## src/rtl/pipeline_hazard_controller.sv

```systemverilog
// Stall/flush controller for a 5-stage pipeline: branch flush, I-cache miss wait, load-use bubble.
// Optional statistics counters are enabled by defining PIPE_HAZARD_STATS_EN.
module pipeline_hazard_controller #(
  parameter int MISS_TIMEOUT = 255
) (
  input  logic       clk,
  input  logic       reset,
  input  logic       hit,
  input  logic       PCSrc,
  input  logic [4:0] id_rs,
  input  logic [4:0] id_rt,
  input  logic       id_uses_rt,
  input  logic       ex_memread,
  input  logic [4:0] ex_rt,
  output logic       pc_write,
  output logic       ifid_write,
  output logic       ifid_flush,
  output logic       idex_flush,
  output logic       exmem_flush,
  output logic [1:0] stall_state,
  output logic       miss_error
`ifdef PIPE_HAZARD_STATS_EN
  ,
  output logic [31:0] stall_cycles,
  output logic [31:0] flush_count
`endif
);

  typedef enum logic [1:0] {
    RUN       = 2'd0,
    MISS      = 2'd1,
    LU_BUBBLE = 2'd2
  } state_t;

  localparam logic [7:0] TIMEOUT = 8'(MISS_TIMEOUT);

  state_t     state, state_next;
  logic [7:0] miss_cnt, miss_cnt_next;
  logic       load_use;

  assign load_use = ex_memread && (ex_rt != 5'd0) &&
                    ((ex_rt == id_rs) || (id_uses_rt && (ex_rt == id_rt)));

  // NOTE: every output of this block gets a default first so no path can infer a latch.
  always_comb begin
    pc_write      = 1'b1;
    ifid_write    = 1'b1;
    ifid_flush    = 1'b0;
    idex_flush    = 1'b0;
    exmem_flush   = 1'b0;
    state_next    = state;
    miss_cnt_next = miss_cnt;

    if (PCSrc) begin
      ifid_flush    = 1'b1;
      idex_flush    = 1'b1;
      exmem_flush   = 1'b1;
      state_next    = RUN;
      miss_cnt_next = 8'd0;
    end else if (!hit) begin
      // Freeze fetch and feed a bubble downstream so older instructions drain.
      pc_write      = 1'b0;
      ifid_write    = 1'b0;
      ifid_flush    = 1'b1;
      state_next    = MISS;
      if (state == MISS)
        miss_cnt_next = (miss_cnt == 8'hFF) ? miss_cnt : miss_cnt + 8'd1;
      else
        miss_cnt_next = 8'd1;
    end else begin
      case (state)
        RUN: begin
          if (load_use) begin
            pc_write   = 1'b0;
            ifid_write = 1'b0;
            idex_flush = 1'b1;
            state_next = LU_BUBBLE;
          end
        end
        LU_BUBBLE: state_next = RUN;
        MISS: begin
          state_next    = RUN;
          miss_cnt_next = 8'd0;
        end
        default: state_next = RUN;
      endcase
    end

    if (reset) begin
      pc_write    = 1'b0;
      ifid_write  = 1'b0;
      ifid_flush  = 1'b1;
      idex_flush  = 1'b1;
      exmem_flush = 1'b1;
    end
  end

  // NOTE: sequential state uses non-blocking assignments so all registers update together.
  always_ff @(posedge clk) begin
    if (reset) begin
      state      <= RUN;
      miss_cnt   <= 8'd0;
      miss_error <= 1'b0;
    end else begin
      state    <= state_next;
      miss_cnt <= miss_cnt_next;
      if (miss_cnt_next >= TIMEOUT && miss_cnt_next != 8'd0)
        miss_error <= 1'b1;
    end
  end

  assign stall_state = reset ? RUN : state;

`ifdef PIPE_HAZARD_STATS_EN
  always_ff @(posedge clk) begin
    if (reset) begin
      stall_cycles <= 32'd0;
      flush_count  <= 32'd0;
    end else begin
      if (!pc_write) stall_cycles <= stall_cycles + 32'd1;
      if (PCSrc)     flush_count  <= flush_count + 32'd1;
    end
  end
`endif

endmodule

```

## config.mk

```make
export PLATFORM = sky130hd
export DESIGN_NAME = pipeline_hazard_controller
export DESIGN_NICKNAME = d
export VERILOG_FILES = /design/src/rtl/pipeline_hazard_controller.sv
export SDC_FILE = /design/constraint.sdc
export NUM_CORES = 1
export LEC_CHECK = 0
export CORE_ASPECT_RATIO = 0.9
export CORE_MARGIN = 5
export CORE_UTILIZATION = 45
export DETAILED_ROUTE_END_ITERATION = 8
export PLACE_DENSITY_LB_ADDON = 0.08
export SYNTH_ARGS = -nofsm -noshare
export SYNTH_HDL_FRONTEND = slang
export SYNTH_SLANG_ARGS = --single-unit
```

## constraint.sdc

```tcl
create_clock -name clk -period 2.3 [get_ports clk]
set_input_delay 0.575 -clock clk [delete_from_list [all_inputs] [get_ports clk]]
set_output_delay 0.575 -clock clk [all_outputs]
set_load 0.01 [all_outputs]
```

==> results.sh, run 1 <==
export IMPL_buffer_ports_inserted=28
export IMPL_syn_to_final_growth_pct=56.8
export IMPL_arr_time_crit_path_ns=1.90
export IMPL_relSlewSlack=0.792
export IMPL_worst_clock_skew_ns=0.00541
export IMPL_leakage_nw=0.571
export IMPL_place_gp_congestion=0.874
export IMPL_setup_worst_path_class="input port to primary output"
export IMPL_ys_warn_count=0
export IMPL_detail_route_vias_per_cell=5.58
export IMPL_period_share=1.08
export IMPL_max_slew_worst_pin_slew_ns=0.307
export IMPL_grt_pass1_vias=1062
export IMPL_vdd_drop_max_mv=0.354
export IMPL_grt_overflow_total=0
export IMPL_tritoncts="done"
export IMPL_detailedRoute_firstPassIterationCount=5
export IMPL_die_y_um=52.3
export IMPL_tritoncts_num_sinks=11
export IMPL_result_of_the_run="finished with violations"
export IMPL_clk_path_buf_depth=2
export IMPL_ys_seq_elements=11
export IMPL_nets=188
export IMPL_detail_route_wirelength_um=2830
export IMPL_cts_made_buffers=3
export IMPL_synthDistinctLibCells=42
export IMPL_start_util=0.467
export IMPL_report_final_hold_viol_count=0
export IMPL_timing_rr_start="miss_cnt[0]$_SDFF_PP0_"
export IMPL_setup_worst_path_start="ex_rt[4]"
export IMPL_worstSkewPairLatency_ns=0.28
export IMPL_pre_cts_ws_ns=-0.865
export IMPL_period_needed_ns=2.48
export IMPL_detailed_route_drc_error_count=0
export IMPL_grt_start_max_net_pins=9
export IMPL_synth_top_flop_cell="sky130_fd_sc_hd__dfxtp_1"
export IMPL_final_layout_size_suffix_gt1_frac=0.321
export IMPL_worst_setup_hold_path_clk_slew_ns=0.08
export IMPL_critical_path_endpoint_type="primary output"
export IMPL_fin_hold_ws_ns=0.475
export IMPL_detailedRoute_firstIterationViolations=38
export IMPL_antenna_found_initial=0
export IMPL_core_rowCount=15
export IMPL_postSynth_asyncResetShare=0
export IMPL_routed_via_count=1060
export IMPL_cell_taking_the_most_area_after_synthesis="sky130_fd_sc_hd__dfxtp_1"
export IMPL_cap_violations=0
export IMPL_grt_util_all_layers=0.213
export IMPL_post_synth_cell_area_avg_um2=7.92
export IMPL_unrepaired_setup_endpoints_after_global_routing="yes"
export IMPL_achievable_frequency_mhz=404
export IMPL_drt_antenna_violating_nets=0
export IMPL_setup_tns_final_ns=-0.439
export IMPL_detail_placement_hpwl_um=2200
export IMPL_synthesis_instances=113
export IMPL_synth_yosys_seq_area_share=0.246
export IMPL_routed_wire_length_per_instance_um=14.9
export IMPL_htree_num_levels=1
export IMPL_fp_dieW_um=57
export IMPL_setup_ws_ns=-0.177
export IMPL_worstReg2RegEnd="miss_error$_SDFFE_PP0P_"
export IMPL_synth_enable_flop_cells=0
export IMPL_cts_hold_buf=0
export IMPL_mappedNetlistNets=135
export IMPL_ff2ff_path_depth=6
export IMPL_grt_pass1_wl_um=4890
export IMPL_cp_start_kind="input port"
export IMPL_final_setup_viol_count=4
export IMPL_worst_path_max_fanout=2
export IMPL_failed_checks="setup timing"
export IMPL_dieArea_um2=2980
export IMPL_root_buffer="sky130_fd_sc_hd__clkbuf_4"
export IMPL_synth_largest_type_area_fraction=0.246
export IMPL_antenna_cells_inserted=0
export IMPL_post_synth_instance_area_um2=895
export IMPL_crit_path_end="ifid_write"
export IMPL_top_level_ports=29
export IMPL_power_per_cell_area_nw_per_um2=330
export IMPL_finalMaxSlewViolations=0
export IMPL_r2r_setup_slack_ns=0.22
export IMPL_fp_coreArea_um2=1910
export IMPL_cp_required_ns=1.73
export IMPL_min_delay_path_class="flop to flop"
export IMPL_synth_top_cells_by_count="11 x sky130_fd_sc_hd__dfxtp_1, 11 x sky130_fd_sc_hd__xnor2_1, 9 x sky130_fd_sc_hd__nand2_1"
export IMPL_synth_top_cells_by_area="sky130_fd_sc_hd__dfxtp_1 25%, sky130_fd_sc_hd__xnor2_1 11%, sky130_fd_sc_hd__a21oi_1 3.9%, sky130_fd_sc_hd__nand3_1 3.9%, sky130_fd_sc_hd__nand2_1 3.8%"
==> power breakdown <==
| group | internal [mW] | total [mW] | leakage [nW] | switching (mW) |
|---|---|---|---|---|
| clock network | 0.0673 | 0.143 | 0.0150 | 0.0756 |
| registers | 0.192 | 0.194 | 0.0889 | 0.00250 |
| logic | 0.0736 | 0.125 | 0.467 | 0.0515 |
==> cell families after synthesis <==
group,after synthesis,share of synthesized area
simple gates,49,0.323
buf+inv,12,0.0853
compound gates,29,0.224
fa+ha+maj,1,0.0140
flops,11,0.246
xor+xnor,11,0.108
==> registers in the layout, summed over array words and instances, names as in the netlist <==
name / cells
state: 2
miss_cnt: 8
miss_error: 1
==> how the worst min path moves through the flow <==
| stage | from | to | slack (ns) | cells after the start |
|---|---|---|---|---|
| finish | miss_error$_SDFFE_PP0P_ | miss_error$_SDFFE_PP0P_ | 0.47 | 2 |
| global placement | miss_error$_SDFFE_PP0P_ | miss_error$_SDFFE_PP0P_ | 0.46 | 2 |
| global route | miss_error$_SDFFE_PP0P_ | miss_error$_SDFFE_PP0P_ | 0.53 | 2 |
| CTS | miss_error$_SDFFE_PP0P_ | miss_error$_SDFFE_PP0P_ | 0.48 | 2 |
| detailed placement | miss_error$_SDFFE_PP0P_ | miss_error$_SDFFE_PP0P_ | 0.46 | 2 |
| floorplan | miss_error$_SDFFE_PP0P_ | miss_error$_SDFFE_PP0P_ | 0.49 | 2 |
==> area by class of cell <==
class | count | area, um2
flip-flops and latches | 11 | 220
repair buffers | 55 | 465
fillers | 165 | 512
well taps | 25 | 31.3
inverters | 5 | 18.8
clock buffers | 4 | 26.3
multi-input cells | 90 | 641
==> placed cells by master, fill, tap and decap left out, drive strengths merged, types with 3 or more instances in the layout <==
cell type / instances
o21ai: 5
nor2: 6
nor2b: 4
inv: 5
nand4: 3
clkdlybuf4s50: 5
nand3: 7
buf: 34
clkbuf: 5
nor3: 3
nand2b: 3
a21oi: 7
o31ai: 4
nand2: 9
dfxtp: 11
xnor2: 11
dlygate4sd2: 14
==> critical path, cell delays in order <==
cell,delay [ns]
sky130_fd_sc_hd__buf_8,0.09
sky130_fd_sc_hd__or4_4,0.52
sky130_fd_sc_hd__o211ai_1,0.23
sky130_fd_sc_hd__buf_4,0.15
sky130_fd_sc_hd__o21ai_2,0.05
sky130_fd_sc_hd__a21oi_2,0.13
sky130_fd_sc_hd__buf_2,0.15
==> per-stage QoR <==
stage          cell area, um2  cells  utilization  total power, mW
6_report                 1400    190        0.733            0.462
5_1_grt                  1400    190        0.733            0.491
4_1_cts                  1370    190        0.715            0.456
3_5_place_dp             1320    181        0.688            0.322
3_3_place_gp             1320    181        0.688            0.319
2_1_floorplan             898    113            -            0.246
==> layer usage <==
layer	routed length [um]	track usage
met1	1190	0.245
met2	1450	0.376
met3	176	0.0567
met4	17	0.0811
met5	0	0
==> timing repair <==
action / in CTS / in global routing
resized for setup: 52 / 10
setup endpoints to repair: 8 / 4
pin swaps: 16 / 12
buffers inserted: 6 / 1
Note: power is estimated with default switching activity, not from simulation.
==> run 2, diff against run 1 <==
--- a/config.mk
+++ b/config.mk
@@ -9,6 +9,7 @@
 export CORE_MARGIN = 5
 export CORE_UTILIZATION = 45
 export DETAILED_ROUTE_END_ITERATION = 8
+export GPL_TIMING_DRIVEN = 0
 export PLACE_DENSITY_LB_ADDON = 0.08
 export SYNTH_ARGS = -nofsm -noshare
 export SYNTH_HDL_FRONTEND = slang
==> run 2 against run 1 <==
Compared with the run above: the run still ends with setup timing left; non-clock buffer count is 18 lower; worst setup slack improved by 0.016 ns; sequential share of layout area is 1.9 points higher; clock skew fell by 0.0032 ns; largest power group unchanged.
==> results.sh, run 2 (synthesized netlist as in run 1, its figures left out) <==
export IMPL_achievable_frequency_mhz=406
export IMPL_setup_worst_path_class="input port to primary output"
export IMPL_buffer_ports_inserted=27
export IMPL_critical_path_endpoint_type="primary output"
export IMPL_post_route_util=0.654
export IMPL_die_y_um=52.3
export IMPL_setup_ws_ns=-0.162
export IMPL_core_rowCount=15
export IMPL_power_per_cell_area_nw_per_um2=349
export IMPL_drt_antenna_violating_nets=0
export IMPL_antenna_found_initial=0
export IMPL_report_final_hold_viol_count=0
export IMPL_cts_made_buffers=3
export IMPL_detailedRoute_firstPassIterationCount=4
export IMPL_detailedRoute_firstIterationViolations=40
export IMPL_period_share=1.07
export IMPL_detail_placement_hpwl_um=1900
export IMPL_dp_cells=165
export IMPL_htree_num_levels=1
export IMPL_routed_via_count=1005
export IMPL_start_util=0.467
export IMPL_min_from="miss_error$_SDFFE_PP0P_"
export IMPL_max_slew_worst_pin_slew_ns=0.874
export IMPL_unrepaired_setup_endpoints_after_global_routing="yes"
export IMPL_routed_wire_length_per_instance_um=15.4
export IMPL_worst_setup_hold_path_clk_slew_ns=0.07
export IMPL_min_delay_path_class="flop to flop"
export IMPL_setup_tns_final_ns=-0.358
export IMPL_clk_path_buf_depth=2
export IMPL_mostFrequentLayoutCells="12 x sky130_fd_sc_hd__dlygate4sd2_1, 11 x sky130_fd_sc_hd__xnor2_1, 11 x sky130_fd_sc_hd__dfxtp_1"
export IMPL_dieArea_um2=2980
export IMPL_grt_pass1_vias=926
export IMPL_finalMaxSlewViolations=0
export IMPL_vdd_drop_max_mv=0.350
export IMPL_root_buffer="sky130_fd_sc_hd__clkbuf_4"
export IMPL_largest_registers="miss_cnt: 8 flops, state: 2 flops, miss_error: 1 flops"
export IMPL_fp_dieW_um=57
export IMPL_tritoncts="done"
export IMPL_cap_violations=0
export IMPL_leakage_nw=0.452
export IMPL_regMostFlops="miss_cnt"
export IMPL_place_gp_congestion=0.946
export IMPL_detail_route_vias_per_cell=5.84
export IMPL_failed_checks="setup timing"
export IMPL_top_level_ports=29
export IMPL_final_setup_viol_count=3
export IMPL_worstHoldEndpoint="miss_error$_SDFFE_PP0P_"
export IMPL_layout_cells_most_common="sky130_fd_sc_hd__dlygate4sd2_1"
export IMPL_worst_hold_depth=2
export IMPL_cts_hold_buf=0
export IMPL_final_layout_size_suffix_gt1_frac=0.224
export IMPL_final_cells=172
export IMPL_grt_start_max_net_pins=11
export IMPL_flip_flop_count_of_the_largest_register_after_layout=8
export IMPL_nets=170
export IMPL_worstReg2RegEnd="miss_error$_SDFFE_PP0P_"
export IMPL_worstSkewPairLatency_ns=0.28
export IMPL_worst_clock_skew_ns=0.00222
export IMPL_relSlewSlack=0.409
export IMPL_n_fill_cell=180
export IMPL_grt_overflow_total=0
export IMPL_grt_pass1_wl_um=4350
export IMPL_syn_to_final_growth_pct=40.0
export IMPL_cp_required_ns=1.73
export IMPL_fin_hold_ws_ns=0.460
export IMPL_timing_rr_start="miss_cnt[0]$_SDFF_PP0_"
export IMPL_cp_start_kind="input port"
export IMPL_detail_route_wirelength_um=2650
export IMPL_detailed_route_drc_error_count=0
export IMPL_grt_util_all_layers=0.187
export IMPL_antenna_cells_inserted=0
export IMPL_ff2ff_path_depth=7
export IMPL_post_layout_total_power_mw=0.438
export IMPL_worst_path_max_fanout=2
export IMPL_arr_time_crit_path_ns=1.89
export IMPL_period_needed_ns=2.46
export IMPL_r2r_setup_slack_ns=0.16
export IMPL_tritoncts_num_sinks=11
export IMPL_result_of_the_run="finished with violations"
export IMPL_fp_coreArea_um2=1910
run 2: cell types whose count changed in the layout (fill, tap and decap cells not counted), sizes merged:
cell,previous run,this run
buf,34,15
clkdlybuf4s50,5,6
dlygate4sd2,14,12
clkdlybuf4s15,0,1
clkbuf,5,6
run 2: worst max-delay path, cell delays in order:
cell and delay (ns):
sky130_fd_sc_hd__buf_8 0.09, sky130_fd_sc_hd__or4_4 0.52, sky130_fd_sc_hd__o211ai_1 0.26, sky130_fd_sc_hd__o21ai_2 0.09, sky130_fd_sc_hd__a21oi_2 0.14, sky130_fd_sc_hd__buf_4 0.12, sky130_fd_sc_hd__buf_6 0.09
run 2: area by class of cell:
type	count	area, um2	share of cell area
multi-input combinational	90	629	0.502
timing repair buffer	30	269	0.215
sequential	11	220	0.176
buffer	7	57.6	0.0460
tap	25	31.3	0.0250
clock buffer	4	26.3	0.0210
inverter	5	18.8	0.0150
run 2: metrics by stage:
stage	setup slack (ns)	cell area [um2]
final	-0.162	1250
after global routing	-0.204	1250
after CTS	-0.167	1230
after detailed placement	-1.08	1200
after global placement	-1.08	1200
after floorplan	-0.0451	898
run 2: worst max path at each step:
stage	startpoint	to	slack, ns
floorplan	ex_rt[1]	pc_write	-0.05
global placement	ex_rt[1]	pc_write	-1.08
detailed placement	ex_rt[1]	pc_write	-1.08
CTS	ex_rt[4]	pc_write	-0.17
global route	ex_rt[4]	pc_write	-0.20
finish	ex_rt[4]	pc_write	-0.16
run 2: what timing repair did:
| action | CTS | global route |
|---|---|---|
| cloned | 0 | 0 |
| pin swaps | 17 | 3 |
| setup endpoints to repair | 6 | 5 |
| setup buffers | 3 | 1 |
| gates resized for setup | 53 | 3 |
run 2: power by group:
group / leakage, nW / switching [mW] / internal, mW
sequential: 0.0889 / 0.00267 / 0.192
clock: 0.0150 / 0.0711 / 0.0673
combinational: 0.348 / 0.0468 / 0.0579
run 2: per-layer routing:
layer | track usage | vias up | routed length, um
met4 | 0.0463 | 0 | 34
met3 | 0.0468 | 6 | 158
li1 | - | 483 | -
met1 | 0.235 | 476 | 1190
met5 | 0 | - | 0
met2 | 0.321 | 40 | 1260
==> run 3, diff against run 2 <==
--- a/config.mk
+++ b/config.mk
@@ -10,6 +10,7 @@
 export CORE_UTILIZATION = 45
 export DETAILED_ROUTE_END_ITERATION = 8
 export GPL_TIMING_DRIVEN = 0
+export HOLD_SLACK_MARGIN = 0.15
 export PLACE_DENSITY_LB_ADDON = 0.08
 export SYNTH_ARGS = -nofsm -noshare
 export SYNTH_HDL_FRONTEND = slang
==> results of run 3 <==
Final layout, timing and power as in run 2 (identical DEF).
